[src/rtl/ps2_host_tx.sv]
// rtl/ps2_host_tx.sv - PS/2 host-to-device command byte transmitter
module ps2_host_tx #(
   parameter int INHIBIT_CYCLES = 5000,
   parameter int RTS_CYCLES     = 250,
   parameter int TIMEOUT_CYCLES = 750000,
   parameter int FILTER_LEN     = 8
) (
   input  logic       clk,
   input  logic       rstn,
   input  logic       tx_valid,
   input  logic [7:0] tx_data,
   output logic       tx_ready,
   output logic       tx_active,
   output logic       done,
   output logic       err,
   output logic [1:0] err_code,
   input  logic       ps2_clk_in,
   input  logic       ps2_data_in,
   output logic       ps2_clk_oe,
   output logic       ps2_data_oe
);

   localparam int HOLD_MAX = (INHIBIT_CYCLES > RTS_CYCLES) ? INHIBIT_CYCLES : RTS_CYCLES;
   localparam int CW = $clog2(HOLD_MAX + 1);
   localparam int TW = $clog2(TIMEOUT_CYCLES + 1);
   localparam int FW = $clog2(FILTER_LEN + 1);

   typedef enum logic [2:0] {
      S_IDLE,
      S_INHIBIT,
      S_RTS,
      S_SHIFT,
      S_ACK,
      S_WAIT_IDLE
   } state_t;

   // line conditioning state
   logic          clk_s1_q, clk_s1_d, clk_s2_q, clk_s2_d;
   logic          data_s1_q, data_s1_d, data_s2_q, data_s2_d;
   logic          clk_filt_q, clk_filt_d, data_filt_q, data_filt_d;
   logic [FW-1:0] clk_fcnt_q, clk_fcnt_d, data_fcnt_q, data_fcnt_d;
   logic          clk_prev_q, clk_prev_d;
   logic          fall;

   // transmitter state
   state_t        state_q, state_d;
   logic [CW-1:0] cnt_q, cnt_d;
   logic [TW-1:0] to_cnt_q, to_cnt_d;
   logic [3:0]    bitcnt_q, bitcnt_d;
   logic [7:0]    tx_byte_q, tx_byte_d;
   logic          parity_q, parity_d;
   logic          clk_oe_q, clk_oe_d, data_oe_q, data_oe_d;
   logic          done_q, done_d, err_q, err_d;
   logic [1:0]    err_code_q, err_code_d;

   // synchronize both pads and accept a new level only after FILTER_LEN agreeing samples
   always_comb begin
      clk_s1_d    = ps2_clk_in;
      clk_s2_d    = clk_s1_q;
      data_s1_d   = ps2_data_in;
      data_s2_d   = data_s1_q;
      clk_filt_d  = clk_filt_q;
      clk_fcnt_d  = '0;
      data_filt_d = data_filt_q;
      data_fcnt_d = '0;
      if (clk_s2_q != clk_filt_q) begin
         if (clk_fcnt_q == FW'(FILTER_LEN - 1)) clk_filt_d = clk_s2_q;
         else                                   clk_fcnt_d = clk_fcnt_q + FW'(1);
      end
      if (data_s2_q != data_filt_q) begin
         if (data_fcnt_q == FW'(FILTER_LEN - 1)) data_filt_d = data_s2_q;
         else                                    data_fcnt_d = data_fcnt_q + FW'(1);
      end
      clk_prev_d = clk_filt_q;
   end

   // conditioning registers; idle pads are high, so filters reset to 1
   always_ff @(posedge clk) begin
      if (!rstn) begin
         clk_s1_q    <= 1'b1;
         clk_s2_q    <= 1'b1;
         data_s1_q   <= 1'b1;
         data_s2_q   <= 1'b1;
         clk_filt_q  <= 1'b1;
         data_filt_q <= 1'b1;
         clk_fcnt_q  <= '0;
         data_fcnt_q <= '0;
         clk_prev_q  <= 1'b1;
      end else begin
         clk_s1_q    <= clk_s1_d;
         clk_s2_q    <= clk_s2_d;
         data_s1_q   <= data_s1_d;
         data_s2_q   <= data_s2_d;
         clk_filt_q  <= clk_filt_d;
         data_filt_q <= data_filt_d;
         clk_fcnt_q  <= clk_fcnt_d;
         data_fcnt_q <= data_fcnt_d;
         clk_prev_q  <= clk_prev_d;
      end
   end

   assign fall = clk_prev_q & ~clk_filt_q;

   // next-state and output logic of the frame sequencer
   always_comb begin
      state_d    = state_q;
      cnt_d      = cnt_q;
      to_cnt_d   = to_cnt_q;
      bitcnt_d   = bitcnt_q;
      tx_byte_d  = tx_byte_q;
      parity_d   = parity_q;
      clk_oe_d   = clk_oe_q;
      data_oe_d  = data_oe_q;
      done_d     = 1'b0;
      err_d      = 1'b0;
      err_code_d = err_code_q;
      case (state_q)
         S_IDLE: begin
            clk_oe_d  = 1'b0;
            data_oe_d = 1'b0;
            if (tx_valid) begin
               tx_byte_d = tx_data;
               parity_d  = ~^tx_data;
               cnt_d     = '0;
               clk_oe_d  = 1'b1;
               state_d   = S_INHIBIT;
            end
         end
         S_INHIBIT: begin
            if (cnt_q == CW'(INHIBIT_CYCLES - 1)) begin
               cnt_d     = '0;
               data_oe_d = 1'b1;
               state_d   = S_RTS;
            end else begin
               cnt_d = cnt_q + CW'(1);
            end
         end
         S_RTS: begin
            if (cnt_q == CW'(RTS_CYCLES - 1)) begin
               clk_oe_d = 1'b0;
               bitcnt_d = '0;
               to_cnt_d = '0;
               state_d  = S_SHIFT;
            end else begin
               cnt_d = cnt_q + CW'(1);
            end
         end
         S_SHIFT, S_ACK, S_WAIT_IDLE: begin
            if (to_cnt_q == TW'(TIMEOUT_CYCLES - 1)) begin
               clk_oe_d   = 1'b0;
               data_oe_d  = 1'b0;
               err_d      = 1'b1;
               err_code_d = 2'd1;
               state_d    = S_IDLE;
            end else begin
               to_cnt_d = to_cnt_q + TW'(1);
               if (state_q == S_SHIFT) begin
                  if (fall) begin
                     bitcnt_d = bitcnt_q + 4'd1;
                     if (bitcnt_q < 4'd8)       data_oe_d = ~tx_byte_q[bitcnt_q[2:0]];
                     else if (bitcnt_q == 4'd8) data_oe_d = ~parity_q;
                     else begin
                        data_oe_d = 1'b0;
                        state_d   = S_ACK;
                     end
                  end
               end else if (state_q == S_ACK) begin
                  if (fall) begin
                     if (!data_filt_q) begin
                        state_d = S_WAIT_IDLE;
                     end else begin
                        err_d      = 1'b1;
                        err_code_d = 2'd2;
                        data_oe_d  = 1'b0;
                        state_d    = S_IDLE;
                     end
                  end
               end else begin
                  if (clk_filt_q && data_filt_q) begin
                     done_d  = 1'b1;
                     state_d = S_IDLE;
                  end
               end
            end
         end
         default: begin
            clk_oe_d  = 1'b0;
            data_oe_d = 1'b0;
            state_d   = S_IDLE;
         end
      endcase
   end

   // sequencer registers; reset releases both pads on the next edge
   always_ff @(posedge clk) begin
      if (!rstn) begin
         state_q    <= S_IDLE;
         cnt_q      <= '0;
         to_cnt_q   <= '0;
         bitcnt_q   <= '0;
         tx_byte_q  <= '0;
         parity_q   <= 1'b0;
         clk_oe_q   <= 1'b0;
         data_oe_q  <= 1'b0;
         done_q     <= 1'b0;
         err_q      <= 1'b0;
         err_code_q <= '0;
      end else begin
         state_q    <= state_d;
         cnt_q      <= cnt_d;
         to_cnt_q   <= to_cnt_d;
         bitcnt_q   <= bitcnt_d;
         tx_byte_q  <= tx_byte_d;
         parity_q   <= parity_d;
         clk_oe_q   <= clk_oe_d;
         data_oe_q  <= data_oe_d;
         done_q     <= done_d;
         err_q      <= err_d;
         err_code_q <= err_code_d;
      end
   end

   assign tx_ready    = (state_q == S_IDLE);
   assign tx_active   = (state_q != S_IDLE);
   assign done        = done_q;
   assign err         = err_q;
   assign err_code    = err_code_q;
   assign ps2_clk_oe  = clk_oe_q;
   assign ps2_data_oe = data_oe_q;

endmodule

[config.mk]
export PLATFORM = sky130hd
export DESIGN_NAME = ps2_host_tx
export DESIGN_NICKNAME = d
export VERILOG_FILES = /design/src/rtl/ps2_host_tx.sv
export SDC_FILE = /design/constraint.sdc
export NUM_CORES = 1
export LEC_CHECK = 0
export CORE_MARGIN = 1
export CORE_UTILIZATION = 40
export DETAILED_ROUTE_END_ITERATION = 12
export PLACE_DENSITY = 0.61
export SYNTH_ARGS = -nofsm -noshare
export SYNTH_HDL_FRONTEND = slang
export SYNTH_SLANG_ARGS = --single-unit
[constraint.sdc]
create_clock -name clk -period 2.4 [get_ports clk]
set_clock_uncertainty 0.05 [all_clocks]
set_input_delay 0.48 -clock clk [delete_from_list [all_inputs] [get_ports clk]]
set_output_delay 0.48 -clock clk [all_outputs]
set_load 0.03 [all_outputs]
# [Word-level counts from Yosys, hierarchy flattened]
# Index checks and enable logic that the tools add are counted.
[classes] n_addsub=5 multipliers=0 div_mod_pow=0 n_lt_le_gt_ge=2 eq_ne=29 n_shift=0 muxes=52 bitwise=10 n_reduce_logical=24
[op_table] op="2-to-1 mux 20 bit" count=2
[op_table] op="case mux 20 bit (2 select lines)" count=1
[op_table] op="2-to-1 mux 13 bit" count=3
[op_table] op="case mux 13 bit (3 select lines)" count=1
[op_table] op="2-to-1 mux 3 bit" count=12
[op_table] op="inequality test 4 bit (second input constant)" count=6
[op_table] op="adder 20 x 1 -> 20 bit (second input constant)" count=1
[op_table] op="== test 20 bit (second input constant)" count=1
[op_table] op="2-to-1 mux 1 bit" count=19
[op_table] op="inequality test 2 bit (second input constant)" count=9
[op_table] op="2-to-1 mux 4 bit" count=4
[op_table] op="adder 13 x 1 -> 13 bit (second input constant)" count=1
[op_table] op="== test 13 bit (second input constant)" count=1
[op_table] op="== test 13 x 8 -> 1 bit (second input constant)" count=1
[op_table] op="adder 4 x 1 -> 4 bit (second input constant)" count=3
[op_table] op="case mux 3 bit (4 select lines)" count=1
[op_table] op="2-to-1 mux 2 bit" count=5
[op_table] op="AND reduction 5 bit" count=2
[op_table] op="NOT 1 bit" count=9
[op_table] op="AND reduction 3 bit" count=3
[op_table] op="OR reduction 3 bit" count=3
[op_table] op="== test 4 x 3 -> 1 bit (second input constant)" count=2
[op_table] op="case mux 4 bit (2 select lines)" count=1
[op_table] op="AND reduction 2 bit" count=4
[op_table] op="other kinds (20)" count=27
[totals] ff_bits=70 latchBits=0 mem_bits_rw=0 mem_bits_ro=0 inputBits=13 output_inout_bits=8 wordCells=142 memories=0

# [Longest topological paths before layout]
# Gate-level depths: netlist (run 1).
[depth] depth_word=8 depth_mapped=10 mapped_depth_nobuf=7

# [Worst setup path before layout (run 1)]
# OpenSTA, ideal clock, no wires.
[synth_path] path_type="reg-to-reg" start="reg to_cnt_q[0]" end="reg to_cnt_q[10]" setup_time_ns=0.070 t_arrival_ns=2.001 required_time_ns=2.280 path_slack_ns=0.278 stages_incl_launch_ff=10 n_path_buf=3 synth_period_minus_slack_ns=2.122 cell_sequence="dfxtp_1 > ha_1 > and3_1 > and4_1 > clkbuf_2 > and3_1 > buf_2 > buf_6 > or4_1 > a21oi_1"
[synth_via] elab_chain_cells=3 elab_cells_between_ends=6 cone_classes="1 x add/sub; 2 x eq/ne; 2 x mux; 1 x reduce/logical"
[synth_rtl] element="start, declared" line_no="48" rtl="logic [TW-1:0] to_cnt_q, to_cnt_d;"
[synth_rtl] element="start signal, assigned" line_no="211" rtl="to_cnt_q <= to_cnt_d;"
[synth_rtl] element="adder 20 x 1 -> 20 bit / == test 20 bit (equally long branches)" line_no="156, 149"
[synth_rtl] element="2-to-1 mux 20 bit / inequality test 2 bit (equally long branches)"
[synth_rtl] element="case mux 20 bit (2 select lines) / AND reduction 3 bit (equally long branches)"
# Parallel ways exist; a longest one is shown, timed or not. The select of a mux whose other input is x is not followed.
# A chain may end at the register's enable or synchronous reset.

# [Worst setup path after layout (run 1)]
[layout_path] start="reg to_cnt_q[0]" end="reg to_cnt_q[16]"
# The elaborated chain is that of the path after synthesis.

==> results.txt, run 1 <==
----------------------------------------------------
[Run status]
  Run status ... completed

[Die]
  Number of rows created at floorplan ... 34
  Number of ports placed on the die boundary ... 21
  Floorplan Core Area ... a little under 9000 sq um
  Vertical extent of the die ... roughly 97 um
  Die Footprint ... approximately 9400 sq um
  Effective utilization at floorplan ... 0.413
  Die Wd ... between 90 and 100 um

[STA]
  Transition time at the pin with the least slew margin ... 0.573 ns
  Fmax ... 462 MHz
  Ratio of final minimum period to clock period ... 0.902
  Number of hold-slack violations in the final timing report ... 0
  Count of final setup violators ... 0
  Post-route setup TNS ... 0 ns
  Unrepaired setup endpoints after global routing ... no
  Final Worst Setup Slack ... approximately 0.24 ns
  Final number of max-transition violations ... 0
  Worst slew margin relative to its limit ... 0.615
  Post-route minimum period ... around 2.2 ns

[Final layout]
  Final #Nets ... 471
  Leading cell types in the layout, fill and taps excluded ... 70 x sky130_fd_sc_hd__dfxtp_1, 53 x sky130_fd_sc_hd__a21oi_1, 45 x sky130_fd_sc_hd__nand2_1
  Fill count ... about 840
  # diodes ... 0
  Post-route cell area ... approximately 4200 sq um
  Most common library cell in the layout ignoring fill and taps ... sky130_fd_sc_hd__dfxtp_1
  Share of cells above drive strength 1 ... 0.0811
  Final core utilization ... 0.478
  Area growth from synthesis to layout ... 15.7%

[Worst hold path]
  Hold Path Sink ... clk_s2_q$_SDFF_PN1_
  Hold Path Class ... reg -> reg
  Hold path depth ... 1
  Worst Min Path Start ... clk_s1_q$_SDFF_PN1_

[Clock network]
  Post-CTS clock slew at the launch and capture registers of the worst setup and hold paths ... roughly 0.08 ns
  Clock latency on the worst-skew pair ... between 0.3 and 0.4 ns
  Postcts setup bufs ... 0
  Clk Tree Root Cell ... sky130_fd_sc_hd__clkbuf_8
  Max Root-Sink Buffers ... 2
  CTS buffer count ... 9
  CTS tree ... yes
  Clk sinks ... 70
  H-tree levels ... 3

[Critical path]
  Worst path slowest cell ... sky130_fd_sc_hd__nor4_1
  Data arrival at the endpoint of the critical path ... 2.39 ns
  Delay of the slowest critical-path stage ... approximately 0.40 ns
  Crit path launch type ... flop
  Required arrival time at the worst endpoint ... about 2.6 ns
  Worst setup slack for register-to-register paths ... ~0.24 ns
  Kind of end point of the critical path ... flop
  Reg-to-Reg End ... to_cnt_q[16]$_SDFFE_PN0P_
  Critical Path Fanout Max ... 34
  Startpoint of the lowest-slack register-to-register path ... to_cnt_q[0]$_SDFFE_PN0P_
  Length in cells of the worst reg-to-reg path ... 7
  Most common cell on crit path ... sky130_fd_sc_hd__and3_1
  Crit Path Class ... reg -> reg
  Cell breakdown of the critical path ... ha_1, and3_1, and4_1, and3_1, buf_12, nor4_1, mux2i_1

[Drt]
  Drt pass-1 iters ... 6
  Total vias in the final route ... 3147
  Total Wirelength ... between 7000 and 8000 um
  Antenna Nets Post-Route ... 0
  Via/cell ratio ... approximately 5.6
  Number of DRC violations after detailed routing ... 0
  Wire length per cell after detailed routing ... approximately 14 um
  Number of DRC markers after the initial detailed-route iteration ... 135

[Power]
  Power share of the sequential group ... 0.403
  Switching power share of the total ... 0.328
  Final Power ... around 3200 uW
  Net switching power ... 1060 uW
  Leakage ... around 0.0015 uW
  Internal power summed over all cells ... roughly 2200 uW
  Peak supply drop ... a little under 0.6 mV
  Clk pwr share ... 0.329
  Part of the power in combinational logic ... 0.267
  Cell Pwr Density ... 772 nW/um^2

[Synth]
  Number of enable flip-flop cells after synthesis ... 0
  Proportion of synthesized chip area in sequential cells ... 0.389
  Post-synthesis area per instance ... around 8.4 sq um
  Most used flip-flop cell after synthesis ... sky130_fd_sc_hd__dfxtp_1
  Total nets after synthesis ... 451
  Number of flip-flops and latches in the synthesized netlist ... 70
  Yosys warns ... 0
  Proportion of synthesized flip-flops having asynchronous set or reset ... 0
  Number of standard cells after synthesis ... 431
  Post-synth cell types ... between 50 and 60
  Total standard cell area after synthesis ... between 3000 and 4000 sq um

[GRT]
  Global-route wire length before repair ... ~14000 um
  Leftover overflow at the end of global routing ... 0
  Initial antenna violation count ... 0
  Pin count of the biggest net entering global routing ... 39
  Tot GR Track Use ... 0.174
  Via count of the first global-routing pass ... 2897

[Placement]
  Sum of net half-perimeters after detailed placement ... about 5500 um
  Port bufs ... 20
  Worst setup timing slack at the placement stage ... 0.252 ns
  Placed Area ... a little under 4000 sq um
  Final weighted congestion in routability-driven placement ... just under 0.9

[Flow run]
  Maximum capacitance violations ... 0

----------------------------------------------------
==> power groups by stage <==
stage	Clock [uW]	Sequential, uW	Combinational, uW
floorplan	0	1320	605
global placement	0	1320	862
detailed placement	0	1320	870
CTS	1090	1300	864
global route	1130	1310	962
finish	1060	1300	860
==> layer usage <==
metal,vias to the layer above,wire (um),track usage
li1,1623,-,-
met1,1453,3910,0.238
met2,60,3450,0.266
met3,11,347,0.0412
met4,0,106,0.0666
met5,-,0,0
==> synth_stat cells (all sizes together), types with 2 or more instances <==
master / count / area share
dfxtp: 70 / 0.39
a21oi: 53 / 0.074
nand2: 45 / 0.047
o21ai: 22 / 0.031
nor2: 21 / 0.022
nand3: 18 / 0.025
o31ai: 18 / 0.039
or4: 18 / 0.038
clkbuf: 13 / 0.014
inv: 13 / 0.014
xnor2: 13 / 0.032
buf: 12 / 0.022
and3: 11 / 0.019
nand2b: 11 / 0.019
nand4: 11 / 0.019
ha: 7 / 0.024
xor2: 7 / 0.017
and4: 6 / 0.015
nand3b: 6 / 0.012
or3: 6 / 0.010
and2: 4 / 0.0069
mux2i: 4 / 0.011
a21o: 3 / 0.0062
a311oi: 3 / 0.0073
nor2b: 3 / 0.0052
nor3: 3 / 0.0042
a21boi: 2 / 0.0042
a31o: 2 / 0.0049
a31oi: 2 / 0.0035
mux4: 2 / 0.012
nand4bb: 2 / 0.0062
nor3b: 2 / 0.0042
nor4: 2 / 0.0035
o21a: 2 / 0.0042
o2bb2ai: 2 / 0.0049
==> what timing repair did <==
item	CTS	global route
setup endpoints to repair	2	1
gates resized for setup	1	1
pin swaps	0	0
hold buffers	0	0
==> per-stage QoR <==
step	instances	hold WS (ns)
2_1_floorplan	431	0.336
3_3_place_gp	548	0.348
3_5_place_dp	548	0.346
4_1_cts	564	0.370
5_1_grt	564	0.388
6_report	564	0.365
==> critical path, delay by kind of cell (launching register included) <==
family	cells	cell delay [ns]
adder cells (fa/ha/maj)	1	0.24
AND/OR/NAND/NOR	4	1.07
buffers and inverters	1	0.17
flip-flops	1	0.33
multiplexers	1	0.22
==> layout make-up <==
type	count	area, sq um	area share
tap	108	135	0.0324
timing repair buffer	34	332	0.0795
multi-input combinational	323	2030	0.488
sequential	70	1400	0.336
inverter	13	48.8	0.0117
clock buffer	9	124	0.0297
clock inverter	7	96.3	0.0231
==> cell families (layout without fill, tap and decap cells) <==
family	count (synthesis)	in the layout	synth area share
AND/OR/NAND/NOR	174	174	0.269
AO/OA/AOI/OAI	116	116	0.197
flip-flops	70	70	0.389
buffers and inverters	38	63	0.0493
XOR/XNOR	20	20	0.0486
adder cells (fa/ha/maj)	7	7	0.0243
multiplexers	6	6	0.0236
==> flip-flops by register name, summed over array words and instances (netlist names), 2 cells and up <==
signal and cells:
bitcnt_q 4, clk_fcnt_q 4, cnt_q 13, data_fcnt_q 4, err_code 2, state_q 3, to_cnt_q 20, tx_byte_q 8
==> worst max-delay path by stage <==
stage / startpoint / to / slack [ns] / depth (start not counted)
6_report: to_cnt_q[0]$_SDFFE_PN0P_ / to_cnt_q[16]$_SDFFE_PN0P_ / 0.24 / 7
5_1_grt: state_q[2]$_SDFFE_PN0P_ / to_cnt_q[16]$_SDFFE_PN0P_ / 0.06 / 7
4_1_cts: state_q[2]$_SDFFE_PN0P_ / tx_active / 0.005 / 4
3_5_place_dp: to_cnt_q[0]$_SDFFE_PN0P_ / to_cnt_q[19]$_SDFFE_PN0P_ / 0.25 / 7
3_3_place_gp: to_cnt_q[0]$_SDFFE_PN0P_ / to_cnt_q[16]$_SDFFE_PN0P_ / 0.27 / 7
2_1_floorplan: to_cnt_q[0]$_SDFFE_PN0P_ / to_cnt_q[10]$_SDFFE_PN0P_ / 0.28 / 9
(Power assumes the default switching activity.)
==> inputs of run 2 (changes only) <==
CORE_UTILIZATION = 30   (was 40)
PLACE_DENSITY = 0.5   (was 0.61)
==> run 2 against run 1 <==
  * The run now ends with DRC left
  * Worst hold slack got worse by 0.0053 ns
  * Worst setup slack lost 0.014 ns
  * Power grew 2.7%
  * Sequential power barely moved
  * Clock power is 8% higher
  * Flip-flop and latch count unchanged
  * Register-to-register slack barely moved
  * Non-clock buffer count unchanged
  * Final cell count is 5.7% higher
  * Wire length increased by 6.5%
  * Fmax is 0.64% lower
  * Critical path type is now reg -> out
  * Highest routed layer unchanged
==> results.txt, run 2 (same netlist as run 1, synthesis figures left out) <==
----------------------------------------------------
[Final layout]
  Final core utilization ... 0.366
  Share of cells above drive strength 1 ... 0.0728
  Post-route cell area ... 4230 sq um
  Leading cell types in the layout, fill and taps excluded ... 70 x sky130_fd_sc_hd__dfxtp_1, 53 x sky130_fd_sc_hd__a21oi_1, 45 x sky130_fd_sc_hd__nand2_1
  # diodes ... 0
  Largest registers ... to_cnt_q: 20 flops, cnt_q: 13 flops, tx_byte_q: 8 flops
  Max FFs per register ... 20
  Largest Register ... to_cnt_q
  Area growth from synthesis to layout ... 17.5%
  Fill count ... approximately 1200
  Final #Nets ... approximately 470
  Most common library cell in the layout ignoring fill and taps ... sky130_fd_sc_hd__dfxtp_1

[GRT]
  Leftover overflow at the end of global routing ... 0
  Tot GR Track Use ... 0.144
  Global-route wire length before repair ... 14500 um
  Pin count of the biggest net entering global routing ... 39
  Via count of the first global-routing pass ... 3046
  Initial antenna violation count ... 0

[Drt]
  Number of DRC violations after detailed routing ... 1
  Wire length per cell after detailed routing ... 14.0 um
  Antenna Nets Post-Route ... 0
  Total vias in the final route ... roughly 3200
  Number of DRC markers after the initial detailed-route iteration ... around 110
  Total Wirelength ... 8320 um
  Drt pass-1 iters ... 8
  Via/cell ratio ... 5.32

[Power]
  Cell Pwr Density ... around 780 nW/um^2
  Leakage ... 0.00148 uW
  Peak supply drop ... around 0.46 mV

[STA]
  Transition time at the pin with the least slew margin ... around 0.64 ns
  Post-route minimum period ... 2.18 ns
  Number of hold-slack violations in the final timing report ... 0
  Ratio of final minimum period to clock period ... 0.908
  Worst hold slack after final layout ... 0.360 ns
  Post-route setup TNS ... 0 ns
  Final number of max-transition violations ... 0
  Unrepaired setup endpoints after global routing ... no
  Fmax ... 459 MHz
  Worst slew margin relative to its limit ... 0.568
  Count of final setup violators ... 0

[Die]
  Vertical extent of the die ... roughly 110 um
  Die Footprint ... 12500 sq um
  Number of rows created at floorplan ... 39
  Die Wd ... 112 um
  Effective utilization at floorplan ... 0.312
  Number of ports placed on the die boundary ... 21
  Floorplan Core Area ... between 10000 and 15000 sq um

[Clock network]
  Max Root-Sink Buffers ... 2
  CTS buffer count ... 9
  H-tree levels ... 3
  Clk sinks ... 70
  Clock latency on the worst-skew pair ... about 0.33 ns
  Post-CTS clock slew at the launch and capture registers of the worst setup and hold paths ... roughly 0.05 ns
  CTS tree ... yes
  Clk Tree Root Cell ... sky130_fd_sc_hd__clkbuf_16

[Critical path]
  Reg-to-Reg End ... to_cnt_q[9]$_SDFFE_PN0P_
  Worst setup slack for register-to-register paths ... about 0.22 ns
  Critical path launch point ... state_q[2]$_SDFFE_PN0P_
  Bufs and invs on worst path ... 1
  Length in cells of the worst reg-to-reg path ... 7
  Critical Path Stages ... 3
  Crit path launch type ... flop
  Worst path slowest cell ... sky130_fd_sc_hd__dlygate4sd2_1
  Required arrival time at the worst endpoint ... around 1.9 ns
  CP Capture Point ... tx_ready
  Data arrival at the endpoint of the critical path ... ~1.7 ns
  Critical Path Fanout Max ... 8
  Top delay family on crit path ... simple AND/OR/NAND/NOR gates
  Crit Path Class ... reg -> out
  Startpoint of the lowest-slack register-to-register path ... to_cnt_q[0]$_SDFFE_PN0P_
  Kind of end point of the critical path ... output port
  Delay of the slowest critical-path stage ... between 0.4 and 0.5 ns
  Cell breakdown of the critical path ... or2_2, nor2_1, dlygate4sd2_1

[Run status]
  Failing checks ... DRC
  Run status ... complete, but fails checks

[Placement]
  Final weighted congestion in routability-driven placement ... about 0.77
  Placed Area ... approximately 4000 sq um
  Sum of net half-perimeters after detailed placement ... 5910 um
  Port bufs ... 20

[Worst hold path]
  Hold Path Class ... reg -> reg

[Flow run]
  Maximum capacitance violations ... 0

----------------------------------------------------
run 2: changes by cell type in the layout (fill, tap and decap cells not counted):
cell	delta
sky130_fd_sc_hd__bufinv_16	-2
sky130_fd_sc_hd__dlygate4sd2_1	+1
sky130_fd_sc_hd__clkbuf_16	+9
sky130_fd_sc_hd__clkinv_4	-2
sky130_fd_sc_hd__clkinv_2	+1
sky130_fd_sc_hd__clkbuf_8	-9
sky130_fd_sc_hd__clkbuf_1	+1
sky130_fd_sc_hd__dlymetal6s2s_1	-1
sky130_fd_sc_hd__inv_6	-1
run 2: area by class of cell:
class | count | area (sq um) | area share
Clock buffer | 10 | 229 | 0.0541
Clock inverter | 3 | 15.0 | 0.00355
Inverter | 13 | 48.8 | 0.0115
Multi-Input combinational cell | 323 | 2030 | 0.480
Sequential cell | 70 | 1400 | 0.331
Tap cell | 143 | 179 | 0.0423
Timing Repair Buffer | 34 | 328 | 0.0774
run 2: per-stage QoR:
step / setup slack, ns / power [uW] / cells
3_5_place_dp: 0.230 / 2210 / 583
2_1_floorplan: 0.278 / 1920 / 431
4_1_cts: 0.192 / 3360 / 596
3_3_place_gp: 0.279 / 2210 / 583
5_1_grt: 0.0494 / 3510 / 596
6_report: 0.221 / 3310 / 596
run 2: power breakdown:
part / internal [uW] / switching, uW
Clock: 675 / 460
Sequential: 1240 / 78.2
Combinational: 337 / 520
Total: 2250 / 1060
run 2: worst min-delay path by stage:
stage / from / end / slack, ns / cells after the start
3_5_place_dp: clk_s1_q$_SDFF_PN1_ / clk_s2_q$_SDFF_PN1_ / 0.35 / 1
6_report: clk_s1_q$_SDFF_PN1_ / clk_s2_q$_SDFF_PN1_ / 0.36 / 1
3_3_place_gp: data_s1_q$_SDFF_PN1_ / data_s2_q$_SDFF_PN1_ / 0.34 / 1
2_1_floorplan: clk_s1_q$_SDFF_PN1_ / clk_s2_q$_SDFF_PN1_ / 0.34 / 1
5_1_grt: clk_s1_q$_SDFF_PN1_ / clk_s2_q$_SDFF_PN1_ / 0.37 / 1
4_1_cts: clk_s1_q$_SDFF_PN1_ / clk_s2_q$_SDFF_PN1_ / 0.36 / 1
run 2: timing repair:
action	in CTS	in global routing
setup buffers	0	0
gates resized for setup	2	0
endpoints found under the setup margin	2	0
hold buffers	0	0
run 2: layer usage:
metal,vias to the layer above,track usage,routed length (um)
li1,1623,-,-
met5,-,0,0
met2,45,0.232,3680
met1,1490,0.189,4190
met4,0,0.0523,117
met3,10,0.0321,327
